[src/rtl/pc_seq_ctrl.sv]
// Program-counter sequencing for the pipelined CPU: stall/write-enable for the
// PC register, next-PC selection, and IF/ID flush and ID/EX bubble requests.
module pc_seq_ctrl #(
   parameter logic [31:0] EXC_VECTOR = 32'h00400004,
   parameter int          MD_MAX     = 64,
   parameter int          CNT_W      = 7
) (
   input  logic        clk,
   input  logic        rst,
   input  logic [31:0] pc_cur,
   input  logic        load_use,
   input  logic        md_start,
   input  logic        md_done,
   input  logic        br_taken,
   input  logic [31:0] br_target,
   input  logic        exc_req,
   input  logic        eret,
   output logic        pc_stall,
   output logic        pc_wena,
   output logic [31:0] pc_next,
   output logic        if_id_flush,
   output logic        id_ex_bubble,
   output logic [31:0] epc,
   output logic        md_timeout
);

   typedef enum logic [1:0] {
      RUN      = 2'd0,
      LU_STALL = 2'd1,
      MD_WAIT  = 2'd2
   } state_t;

   state_t           state;
   logic [CNT_W-1:0] md_cnt;

   logic md_hold;
   logic md_go;
   logic lu_go;
   logic md_last;

   assign md_hold = (state == MD_WAIT) && !md_done;
   assign md_go   = (state != MD_WAIT) && md_start;
   assign lu_go   = (state == RUN) && load_use;
   assign md_last = (md_cnt == CNT_W'(MD_MAX - 1));

   // NOTE: every output gets a stalled default first so no path can infer a latch.
   always_comb begin
      pc_stall     = 1'b1;
      pc_wena      = 1'b0;
      pc_next      = pc_cur;
      if_id_flush  = 1'b0;
      id_ex_bubble = 1'b0;
      if (rst) begin
         pc_stall = 1'b1;
      end else if (exc_req) begin
         pc_stall     = 1'b0;
         pc_wena      = 1'b1;
         pc_next      = EXC_VECTOR;
         if_id_flush  = 1'b1;
         id_ex_bubble = 1'b1;
      end else if (eret) begin
         pc_stall    = 1'b0;
         pc_wena     = 1'b1;
         pc_next     = epc;
         if_id_flush = 1'b1;
      end else if (md_hold || md_go || lu_go) begin
         id_ex_bubble = 1'b1;
      end else if (br_taken) begin
         pc_stall    = 1'b0;
         pc_wena     = 1'b1;
         pc_next     = br_target;
         if_id_flush = 1'b1;
      end else begin
         pc_stall = 1'b0;
         pc_wena  = 1'b1;
         pc_next  = pc_cur + 32'd4;
      end
   end

   // NOTE: sequential state uses non-blocking assignments so all registers update together.
   always_ff @(posedge clk) begin
      if (rst) begin
         state      <= RUN;
         md_cnt     <= '0;
         epc        <= 32'h0;
         md_timeout <= 1'b0;
      end else begin
         md_timeout <= 1'b0;
         if (exc_req) begin
            epc    <= pc_cur;
            state  <= RUN;
            md_cnt <= '0;
         end else if (eret) begin
            state  <= RUN;
            md_cnt <= '0;
         end else begin
            case (state)
               MD_WAIT: begin
                  if (md_done) begin
                     state  <= RUN;
                     md_cnt <= '0;
                  end else if (md_last) begin
                     md_timeout <= 1'b1;
                     state      <= RUN;
                     md_cnt     <= '0;
                  end else begin
                     md_cnt <= md_cnt + 1'b1;
                  end
               end
               default: begin
                  // LU_STALL lands here too; lu_go is false there, so it cannot re-stall.
                  if (md_go) begin
                     state  <= MD_WAIT;
                     md_cnt <= '0;
                  end else if (lu_go) begin
                     state <= LU_STALL;
                  end else begin
                     state <= RUN;
                  end
               end
            endcase
         end
      end
   end

endmodule

[config.mk]
export PLATFORM = sky130hd
export DESIGN_NAME = pc_seq_ctrl
export DESIGN_NICKNAME = d
export VERILOG_FILES = /design/src/rtl/pc_seq_ctrl.sv
export SDC_FILE = /design/constraint.sdc
export NUM_CORES = 1
export LEC_CHECK = 0
export BUFFER_PORTS_ARGS = -buffer_cell sky130_fd_sc_hd__buf_2
export CAP_MARGIN = 10
export CORE_MARGIN = 2
export CORE_UTILIZATION = 50
export CTS_CLUSTER_DIAMETER = 120
export DETAILED_ROUTE_END_ITERATION = 8
export GPL_TIMING_DRIVEN = 0
export PLACE_DENSITY_LB_ADDON = 0.1
export SLEW_MARGIN = 40
export SYNTH_ARGS = -nofsm -noshare
export SYNTH_HDL_FRONTEND = slang
export SYNTH_SLANG_ARGS = --single-unit
[constraint.sdc]
create_clock -name clk -period 3.1 [get_ports clk]
set_input_delay 0.62 -clock clk [delete_from_list [all_inputs] [get_ports clk]]
set_output_delay 0.62 -clock clk [all_outputs]
set_load 0.05 [all_outputs]
### After elaboration in Yosys (flattened, before gate mapping)

Cells that the tools add are included.

* ROM bits: 0
* word-level logic and storage cells: 51
* bits in latches: 0
* flip-flop bits (word level): 42
* memories: 0
* input bits: 72
* output and inout bits: 69
* bits in writable memories: 0

* $lt $le $gt $ge: 0
* div/mod/pow operators: 0
* add/subtract/negate cells: 2
* shifts and indexed selects: 0
* bitwise logic cells: 1
* mux-type cells: 30
* multipliers: 0
* reduce and logical (&&, ||, !) cells: 10
* equality and inequality tests: 4

Operators by type and width (count)
* $mux W32: 5
* $add A32 B3 Y32 const B: 1
* $mux W7: 4
* $mux W1: 17
* $mux W2: 4
* $add A7 B1 Y7 const B: 1
* $eq A7 B6 Y1 const B: 1
* $reduce_or A5 Y1: 1
* $logic_and A1 B1 Y1: 3
* $ne A3 B3 Y1 const B: 1
* $reduce_or A3 Y1: 1
* $eq A2 B2 Y1 const B: 1
* $logic_not A2 Y1: 1
* $logic_or A1 B1 Y1: 2
* $ne A2 B2 Y1 const B: 1
* $reduce_bool A2 Y1: 1
* $logic_not A1 Y1: 1
* $not A1 Y1: 1

### Depth between registers and ports, before layout

* depth in word-level cells: 8
* mapped depth: 8
* depth with buffers taken out: 6

### Worst setup path after synthesis

No wires, ideal clock.

* kind: input-to-output
* start point: input md_done
* end point: output pc_wena
* buffers on the path: 1
* path slack: -0.629 ns
* data required time: 2.480 ns
* stages on the path: 5
* arrival: 3.109 ns
* cells stage by stage: and3b_1 > a211o_1 > clkbuf_1 > o21ai_0 > inv_1

* word-level cells in the longest chain between the ends: 8

RTL lines
* start, declared: RTL line 13 `input logic md_done,`
* $logic_not A1 Y1: RTL line 41 `assign md_hold = (state == MD_WAIT) && !md_done;`
* $logic_and A1 B1 Y1: RTL line 41
* $logic_or A1 B1 Y1 (2 in a row): RTL line 66 `end else if (md_hold || md_go || lu_go) begin`
* $mux W1: RTL line 66
* $mux W1: RTL line 61 `end else if (eret) begin`
* $mux W1: RTL line 55 `end else if (exc_req) begin`
* $mux W1: RTL line 53 `if (rst) begin`
* end, declared: RTL line 19 `output logic pc_wena,`

No other way between the ends.

### Worst setup path after layout

* start point: input eret
* end point: output pc_next[15]

* word-level cells in the longest chain between the ends: 3

RTL lines
* start, declared: RTL line 17 `input logic eret,`
* $mux W32: RTL line 61
* $mux W32: RTL line 55
* $mux W32: RTL line 53
* end, declared: RTL line 20 `output logic [31:0] pc_next,`

No other way between the ends.

==> results.py <==
metrics = {
    "floorplan": {
        "die_area_sq_um": 8200,
        "dieHeight_um": 90.56,
        "row_count": 31,
        "core-area_sq_um": 7253,
        "die_w_um": 90.56,
        "ios": 141,
        "initial_core_util": 0.5165,
    },
    "worst_setup_path": {
        "worstPathArrival_ps": 2440,
        "cpMaxStageDelayCell": "clkbuf_2",
        "crit_type": "input port to output port",
        "start_kind": "input port",
        "path_cells": "buf_2 > clkbuf_2 > a211o_2 > clkbuf_2 > a31oi_1 > a31oi_1 > buf_2",
        "worst_ep_required_time_ps": 2480,
        "crit_path_end_kind": "output port",
        "path_max_fanout": 10,
        "slowest_delay_ps": 350,
    },
    "power": {
        "p_total_w": 0.001887,
        "leakage_nw": 2.260,
        "power_density_nw_per_um2": 388.7,
        "vdd_ir_drop_max_v": 0.0002070,
    },
    "detailed_routing": {
        "via_count": 5019,
        "wire_per_inst_um": 20.08,
        "drtPass1Iterations": 7,
        "wl_um": 15360,
        "vias_per_cell": 6.561,
        "ant_nets": 0,
        "remaining_drc_errors": 0,
        "drt-initial-drc-count": 808,
    },
    "clock_network": {
        "clockRootBuffer": "clkbuf_8",
        "clock_path_buffers": 2,
        "cts_tree": "built",
        "postCtsHoldBufs": 0,
        "clk_latency_ps": 310,
        "cts_buffers": 5,
        "clock_sinks": 42,
        "cts.clk_slew.worst_paths_ps": 90,
        "cts_max_level": 2,
    },
    "placement": {
        "io_buffers": 128,
        "place_inst": 752,
        "place_hpwl_um": 10960,
        "gp_congestion": 1.034,
    },
    "synthesis": {
        "synthCells": 525,
        "synth_edf_count": 0,
        "avgSynthCellArea_sq_um": 7.135,
        "ys_seq_area_frac": 0.2244,
        "ys_types": 69,
        "synth-main-ff-cell": "dfxtp_1",
        "async_flop_share": 0,
        "synth-seq-cells": 42,
        "yosysWarnings": 0,
        "syn_nets": 599,
        "synth_area_sq_um": 3746,
    },
    "timing": {
        "max_slew.worst_pin.slew_ps": 713.5,
        "skew_ps": 3.968,
        "rsz0062_at_grt": "yes",
        "drv_slew": 0,
        "timing.fmax_mhz": 327.2,
        "relSlewSlack": 0.5243,
        "hold_slack_ps": 454.6,
        "fin_crit_sh": 0.9860,
        "setup_tns_ps": 0,
        "setup_viol": 0,
        "hold_viol": 0,
        "period_needed_ps": 3057,
    },
    "final_layout": {
        "syn_to_final_growth_pct": 29.59,
        "layout_commonest_cell": "buf_2",
        "drive_above_1_share": 0.3033,
        "final_cell_mix": "buf_2 (134), nor2_1 (66), nand2_1 (60)",
        "layout.nets": 739,
        "antenna_cells": 0,
        "final-instance-count-excl-fill": 765,
    },
    "grt": {
        "grt_antenna_before_repair": 0,
        "grt_pass1_vias": 4621,
        "grt_first_pass_wirelength_um": 23310,
        "overflow": 0,
        "grt_max_degree": 15,
        "grt_usage": 0.3547,
    },
    "status": {
        "status": "complete, no violations",
    },
    "flow_run": {
        "drv_cap": 0,
    },
    "worst_hold_path": {
        "hold_class": "flop to flop",
    },
}
## cell families (layout without fill, tap and decap cells)
family	Yosys count	in the layout	share of synthesized area
mux	37	37	0.09887
buf+inv	64	205	0.07582
xor+xnor	8	8	0.01870
simple gates	211	211	0.2832
flops	42	42	0.2244
fa+ha+maj	2	2	0.006679
compound gates	161	161	0.2923
## sequential cells by signal (all words and copies together), names as in the netlist
| signal | flops |
|---|---|
| epc | 32 |
| state | 2 |
| md_timeout | 1 |
| md_cnt | 7 |
## per-layer routing
layer,share of wire,vias up,track usage
met2,0.44,411,0.5473
met4,0.052,0,0.2051
met1,0.38,2285,0.4549
li1,-,2229,-
met3,0.12,94,0.07763
met5,0,-,0
## what timing repair did
action	CTS	global route
pin swaps	1	6
setup buffers	3	2
setup endpoints to repair	32	21
gates resized for setup	14	33
endpoints found under the hold margin	0	0
cloned	0	0
## final timing paths
path                            cells after the start  slack, ps                      to                   start
worst min-delay path                                2        450  md_cnt[6]$_SDFFE_PP0P_  md_cnt[6]$_SDFFE_PP0P_
worst max register to register                      6       1590  md_cnt[2]$_SDFFE_PP0P_  md_cnt[0]$_SDFFE_PP0P_
worst max-delay path                                7         40             pc_next[15]                    eret
worst min register to register                      2        450  md_cnt[6]$_SDFFE_PP0P_  md_cnt[6]$_SDFFE_PP0P_
## cells in the mapped netlist, types with 3 or more instances
cell        n  area [sq um]
o21a_1      7         52.55
mux2i_1    37         370.4
nand3_1    19         95.09
xor2_1      4         35.03
nor3b_1     3         22.52
a31oi_1     8         50.05
clkbuf_2    3         15.01
a21oi_1    45         225.2
a21o_1      5         37.54
o211ai_1    6         45.04
a211o_1     3         26.28
o221ai_1   10         87.58
nor2_1     67         251.5
o31ai_1     5         37.54
nor3_1      9         45.04
dfxtp_1    42         840.8
o21ai_1     3         15.01
o2111ai_1   6         52.55
nand2b_1    6         37.54
nor2b_1     3         18.77
clkbuf_1   21         78.83
inv_1      17         63.81
xnor2_1     4         35.03
nand2_1    60         225.2
o22ai_1     6         37.54
buf_4       4         30.03
and3_1      4         25.02
a22oi_1     6         45.04
o21ai_0    20         100.1
and4_1      6         52.55
nand4_1    12         75.07
a211oi_1    6         45.04
nor4_1      6         37.54
o22a_1      3         26.28
buf_2      14         70.07
## per-stage QoR
stage	utilization	cell area, sq um	worst slack, ps
3_3_place_gp	0.6269	4547	-381.7
2_1_floorplan	-	3782	-115.1
4_1_cts	0.6548	4750	-9.821
6_report	0.6693	4855	43.45
3_5_place_dp	0.6274	4551	-405.2
5_1_grt	0.6693	4855	-20.31
## where the power goes
part	switching (W)	leakage (nW)	internal (W)	total, W
combinational	0.000540	1.85	0.000210	0.000750
clock	0.000228	0.0683	0.000323	0.000551
sequential	0.0000216	0.345	0.000565	0.000587
## area by class of cell
| cell class | count | area [sq um] |
|---|---|---|
| buffer | 45 | 241.5 |
| inverter | 19 | 71.32 |
| tap | 99 | 123.9 |
| fill | 652 | 2399 |
| sequential | 42 | 840.8 |
| timing repair buffer | 133 | 694.4 |
| clock buffer | 5 | 68.82 |
| multi-input combinational | 419 | 2745 |
| clock inverter | 3 | 68.82 |
## critical path: cells and delay by family
kind | cells | cell delay (ps)
buffers and inverters | 4 | 1150
AOI/OAI and AO/OA | 3 | 660
Power figures use the tool's default switching activity.
